<file path="config.mk">
export PLATFORM = sky130hd
export DESIGN_NAME = ex_stage_hs_reg_flat
export DESIGN_NICKNAME = d
export VERILOG_FILES = /design/src/rtl/ex_stage_hs_reg_if.sv /design/src/rtl/ex_stage_hs_reg.sv /design/src/flat_wrapper.sv
export SDC_FILE = /design/constraint.sdc
export NUM_CORES = 1
export LEC_CHECK = 0
export CAP_MARGIN = 0
export CORE_AREA = 2 2 211 213
export DETAILED_ROUTE_END_ITERATION = 7
export DIE_AREA = 0 0 213 215
export PLACE_DENSITY = 0.8
export SYNTH_ARGS = -nofsm -noshare
export SYNTH_HDL_FRONTEND = slang
export SYNTH_SLANG_ARGS = --single-unit
</file>
<file path="constraint.sdc">
create_clock -name clk -period 25.8 [get_ports clk]
set_clock_uncertainty 0.1 [all_clocks]
set_input_delay 3.87 -clock clk [delete_from_list [all_inputs] [get_ports clk]]
set_output_delay 3.87 -clock clk [all_outputs]
set_load 0.01 [all_outputs]
</file>
<file path="src/rtl/ex_stage_hs_reg_if.sv">
// Valid/ready handshake bundle between ID and the EX stage register.
// master is the surrounding pipeline (drives input side, consumes output side).
interface ex_stage_hs_reg_if #(
  parameter int unsigned PAYLOAD_W = 256
);
  logic                 in_valid;
  logic                 in_ready;
  logic [PAYLOAD_W-1:0] in_payload;
  logic                 out_valid;
  logic                 out_ready;
  logic [PAYLOAD_W-1:0] out_payload;

  modport master (
    output in_valid, in_payload, out_ready,
    input  in_ready, out_valid, out_payload
  );

  modport slave (
    input  in_valid, in_payload, out_ready,
    output in_ready, out_valid, out_payload
  );
endinterface

</file>
<file path="src/rtl/ex_stage_hs_reg.sv">
// ID->EX pipeline register with valid/ready handshake, synchronous flush,
// optional two-entry skid buffer and a saturating stall counter.
module ex_stage_hs_reg #(
  parameter int unsigned PAYLOAD_W = 256,
  parameter bit          SKID      = 1'b1,
  parameter int unsigned CNT_W     = 16
) (
  input  logic                  clk,
  input  logic                  rst,
  ex_stage_hs_reg_if.slave      hs,
  input  logic                  flush,
  output logic [1:0]            occupancy,
  output logic [CNT_W-1:0]      stall_cnt,
  input  logic                  stall_cnt_clr
);

  logic                 m_valid;
  logic [PAYLOAD_W-1:0] m_data;
  logic                 s_valid;
  logic                 accept;
  logic                 emit;

  assign accept = hs.in_valid & hs.in_ready;
  assign emit   = m_valid & hs.out_ready;

  assign hs.out_valid   = m_valid;
  assign hs.out_payload = m_data;
  assign occupancy      = {1'b0, m_valid} + {1'b0, s_valid};

  if (SKID) begin : g_skid
    logic [PAYLOAD_W-1:0] s_data;

    // in_ready depends only on the skid flop, breaking the out_ready->in_ready path
    assign hs.in_ready = ~s_valid;

    always_ff @(posedge clk or posedge rst) begin
      if (rst) begin
        m_valid <= 1'b0;
        s_valid <= 1'b0;
        m_data  <= '0;
        s_data  <= '0;
      end else if (flush) begin
        m_valid <= 1'b0;
        s_valid <= 1'b0;
      end else if (emit && s_valid) begin
        m_data  <= s_data;
        s_valid <= 1'b0;
      end else if (accept && (!m_valid || emit)) begin
        m_data  <= hs.in_payload;
        m_valid <= 1'b1;
      end else if (accept) begin
        s_data  <= hs.in_payload;
        s_valid <= 1'b1;
      end else if (emit) begin
        m_valid <= 1'b0;
      end
    end
  end else begin : g_single
    assign s_valid     = 1'b0;
    assign hs.in_ready = ~m_valid | hs.out_ready;

    always_ff @(posedge clk or posedge rst) begin
      if (rst) begin
        m_valid <= 1'b0;
        m_data  <= '0;
      end else if (flush) begin
        m_valid <= 1'b0;
      end else if (accept) begin
        m_data  <= hs.in_payload;
        m_valid <= 1'b1;
      end else if (emit) begin
        m_valid <= 1'b0;
      end
    end
  end

  always_ff @(posedge clk or posedge rst) begin
    if (rst) begin
      stall_cnt <= '0;
    end else if (stall_cnt_clr) begin
      stall_cnt <= '0;
    end else if (m_valid && !hs.out_ready && (stall_cnt != '1)) begin
      stall_cnt <= stall_cnt + 1'b1;
    end
  end

endmodule

</file>
<file path="src/flat_wrapper.sv">
// flat-port wrapper written by rule: the top's interface ports become plain ports
module ex_stage_hs_reg_flat 
#(
  parameter int unsigned PAYLOAD_W = 256,
  parameter bit          SKID      = 1'b1,
  parameter int unsigned CNT_W     = 16
)
  (clk, rst, flush, occupancy, stall_cnt, stall_cnt_clr, hs_in_valid, hs_in_payload, hs_out_ready, hs_in_ready, hs_out_valid, hs_out_payload);
  ex_stage_hs_reg_if #(.PAYLOAD_W(PAYLOAD_W)) hs_i ();
  input  logic clk;
  input  logic rst;
  input  logic flush;
  output logic [1:0] occupancy;
  output logic [CNT_W-1:0] stall_cnt;
  input  logic stall_cnt_clr;
  input wire logic [$bits(hs_i.in_valid)-1:0] hs_in_valid;
  input wire logic [$bits(hs_i.in_payload)-1:0] hs_in_payload;
  input wire logic [$bits(hs_i.out_ready)-1:0] hs_out_ready;
  output wire logic [$bits(hs_i.in_ready)-1:0] hs_in_ready;
  output wire logic [$bits(hs_i.out_valid)-1:0] hs_out_valid;
  output wire logic [$bits(hs_i.out_payload)-1:0] hs_out_payload;
  assign hs_i.in_valid = hs_in_valid;
  assign hs_i.in_payload = hs_in_payload;
  assign hs_i.out_ready = hs_out_ready;
  assign hs_in_ready = hs_i.in_ready;
  assign hs_out_valid = hs_i.out_valid;
  assign hs_out_payload = hs_i.out_payload;
  ex_stage_hs_reg #(.PAYLOAD_W(PAYLOAD_W), .SKID(SKID), .CNT_W(CNT_W)) u_core (.clk(clk), .rst(rst), .hs(hs_i), .flush(flush), .occupancy(occupancy), .stall_cnt(stall_cnt), .stall_cnt_clr(stall_cnt_clr));
endmodule
</file>
==> impl_metrics.env <==
export IMPL_hold_viol=0
export IMPL_cts_buffers=53
export IMPL_postCtsHoldBufs=0
export IMPL_syn_nets=2600
export IMPL_grt_max_degree=261
export IMPL_cts_setup_buffers=0
export IMPL_wl_per_cell_um=18.02
export IMPL_clock_latency_ps=580
export IMPL_grt_first_pass_wirelength_um=97440
export IMPL_clock_path_buffers=3
export IMPL_htree_levels=2
export IMPL_synth_compound_area_share_pct=14.49
export IMPL_synth_distinct_cells=36
export IMPL_cts_resized_gates=0
export IMPL_syn2layout_area_growth_pct=34.31
export IMPL_drive_above_1_share_pct=4.017
export IMPL_synthSimpleGateAreaFrac_pct=19.50
export IMPL_async_flop_share_pct=100.0
export IMPL_required_ps=26200
export IMPL_gp_routability_congestion=0.8480
export IMPL_top_usage_layer="met2"
export IMPL_min_delay_path_class="flip-flop to flip-flop"
export IMPL_cts_tree="done"
export IMPL_drc=0
export IMPL_synth_edf_count=0
export IMPL_tns_ps=0
export IMPL_max_freq_mhz=131.9
export IMPL_die_x_um=213
export IMPL_p_switching_uw=653.1
export IMPL_cap_violations=0
export IMPL_setup_viol=0
export IMPL_cpMostUsedCell="buf_4"
export IMPL_slew_viol_final=0
export IMPL_vias=18670
export IMPL_synth_seq_cells=530
export IMPL_power_density_nw_per_um2=83.44
export IMPL_layout_nets=3036
export IMPL_swShare_pct=27.18
export IMPL_ys_seq_area_share_pct=61.85
export IMPL_cp_cell_sequence="clkdlybuf4s50_1, nor2b_1, a211oi_4, buf_4, buf_4, nor2_1, a31oi_1"
export IMPL_synth_top_family_by_area="simple AND/OR/NAND/NOR gates"
export IMPL_cts_root_buf="clkbuf_16"
export IMPL_dominantRegCellSynth="dfrtp_1"
export IMPL_dieArea_um2=45800
export IMPL_port_buffers=537
export IMPL_cp_arrival_ps=7990
export IMPL_synthXorXnorAreaFrac_pct=0.04085
export IMPL_clkPwrFrac_pct=34.1
export IMPL_synth_mux_area_share_pct=0
export IMPL_antenna_found_initial=17
export IMPL_rows=77
export IMPL_grt_pass1_vias=18640
export IMPL_relSlewSlack_pct=22.73
export IMPL_power_internal_mw=1.750
export IMPL_die_y_um=215
export IMPL_vdd_ir_drop_worst_mv=0.06376
export IMPL_path_delay_family="buffers and inverters"
export IMPL_tightestPinTransition_ps=1159
export IMPL_clk_pin_slew_ps=70
export IMPL_core_area_um2=43640
export IMPL_syn_area_um2=21440
export IMPL_initial_utilization_pct=49.13
export IMPL_drtPass1Iterations=5
export IMPL_synth_most_common_cell="nand2_1"
export IMPL_synth_common_cells="776 x nand2_1, 530 x dfrtp_1, 264 x o21ai_0, 260 x nor2_1, 256 x a31oi_1"
export IMPL_fillerInstances=3281
export IMPL_cp_slowest_stage_delay_ps=980
export IMPL_power_frac_comb_pct=19.7
export IMPL_outcome="finished clean"
export IMPL_crit_path_start_kind="input port"
export IMPL_dpl_hpwl_um=41030
export IMPL_rsz0062_at_grt="false"
export IMPL_netlist_area_leader_share_pct=61.85
export IMPL_ant_nets=0
export IMPL_synth_area_leaders="dfrtp_1 62%, nand2_1 14%, a31oi_1 7.5%"
export IMPL_pin_count=538
export IMPL_gr_usage_met3_pct=6.211
export IMPL_yosys_warnings=0
export IMPL_crit_type="input port to flip-flop"
export IMPL_grt_ovfl_total=0
export IMPL_use_met1_pct=33.79
export IMPL_cts_sinks=530
export IMPL_vias_per_cell=5.463
export IMPL_crit_fanout=118
export IMPL_p_leak_nw=12.49
export IMPL_wirelength_um=61600
export IMPL_synth_avg_cell_area_um2=9.179
export IMPL_post_synth_top_area_cell="dfrtp_1"
export IMPL_syn_inst=2336
export IMPL_grtUsageMet2_pct=42.46
export IMPL_critical_path_slowest_cell="buf_4"
export IMPL_crit_buf_inv=3
export IMPL_drtIter0Drc=1979
export IMPL_p_total_mw=2.403
export IMPL_seqPwrFrac_pct=46.2
export IMPL_finalCritPeriodShare_pct=29.39
export IMPL_grt_total_usage_pct=26.65
export IMPL_cp_end_kind="flip-flop"
export IMPL_period_minus_slack_ps=7583
export IMPL_synthAdderAreaFrac_pct=0.1167
==> worst register-to-register path, delay by kind of cell (launching register included) <==
family	cells	cell delay (ps)
buf+inv	2	2030
compound gates	2	1020
flops	1	580
simple gates	2	530
==> metal layers <==
metal	share of wire (%)	wire length, um	up-vias
li1	-	-	8677
met1	39	24020	9063
met2	48	29340	743
met3	8.0	4931	182
met4	5.3	3250	8
met5	0.086	53	-
==> layout by cell type (no fill, tap or decap), types with 3 or more instances in the layout <==
cell	count
nand2_1	776
clkdlybuf4s50_1	537
dfrtp_1	530
o21ai_0	264
nor2_1	260
a31oi_1	256
clkbuf_16	54
buf_4	17
a21oi_1	16
diode_2	13
clkbuf_8	12
clkbuf_1	10
or3_1	8
nand4_1	8
bufinv_16	8
clkinv_2	8
o31ai_1	5
or4_1	5
inv_1	3
and3_1	3
nand3_1	3
==> sequential cells by signal (all words and copies together), names as in the netlist <==
name,cells
u_core.hs.out_valid,1
u_core.stall_cnt,16
u_core.g_skid.s_data,256
u_core.hs.out_payload,256
u_core.s_valid,1
==> final timing paths <==
| kind | from | to | slack, ps | depth (start not counted) |
|---|---|---|---|---|
| worst min-delay path | u_core.g_skid.s_data[25]$_DFFE_PP0P_ | u_core.g_skid.s_data[25]$_DFFE_PP0P_ | 380 | 2 |
| min in group asynchronous | rst | u_core.g_skid.s_data[87]$_DFFE_PP0P_ | 3790 | 2 |
| worst min register to register | u_core.g_skid.s_data[25]$_DFFE_PP0P_ | u_core.g_skid.s_data[25]$_DFFE_PP0P_ | 380 | 2 |
| max in group asynchronous | rst | u_core.g_skid.s_data[229]$_DFFE_PP0P_ | 18440 | 5 |
| worst max-delay path | hs_out_ready | u_core.hs.out_payload[62]$_DFFE_PP0P_ | 18220 | 7 |
| worst max register to register | u_core.hs.out_valid$_DFFE_PP0P_ | u_core.hs.out_payload[62]$_DFFE_PP0P_ | 21480 | 6 |
==> logic make-up (layout without fill, tap and decap cells) <==
logic type      Yosys count  count (layout)
flops                   530             530
xor+xnor                  1               1
other cells               0              13
fa+ha+maj                 2               2
compound gates          548             548
simple gates           1077            1077
buf+inv                 178             655
==> power by group through the flow <==
stage          combinational [mW]  sequential (mW)  clock, mW
5_1_grt                     0.521             1.13      0.868
6_report                    0.473             1.11      0.820
4_1_cts                     0.478             1.11      0.833
2_1_floorplan               0.182             1.14          0
3_3_place_gp                0.455             1.11          0
3_5_place_dp                0.474             1.12          0
==> area by class of cell <==
type	instances	area (um^2)	share of cell area, %
timing repair buffer	555	5523	19.18
clock inverter	20	320.3	1.112
multi-input combinational	1628	7343	25.50
antenna	13	32.53	0.1130
inverter	4	22.52	0.07820
clock buffer	76	1554	5.396
tap	592	740.7	2.572
sequential	530	13260	46.05
==> per-stage QoR <==
stage	std cells	setup WS (ps)	area, um^2	utilization (%)	hold slack, ps
6_report	3418	18220	28800	65.99	377.0
2_1_floorplan	2336	7020	21440	-	348.5
4_1_cts	3405	18290	28770	65.91	383.0
3_5_place_dp	3309	17640	26890	61.62	369.9
5_1_grt	3415	17780	28790	65.97	397.9
3_3_place_gp	3309	17740	26890	61.62	360.1
Note: power is estimated with default switching activity, not from simulation.
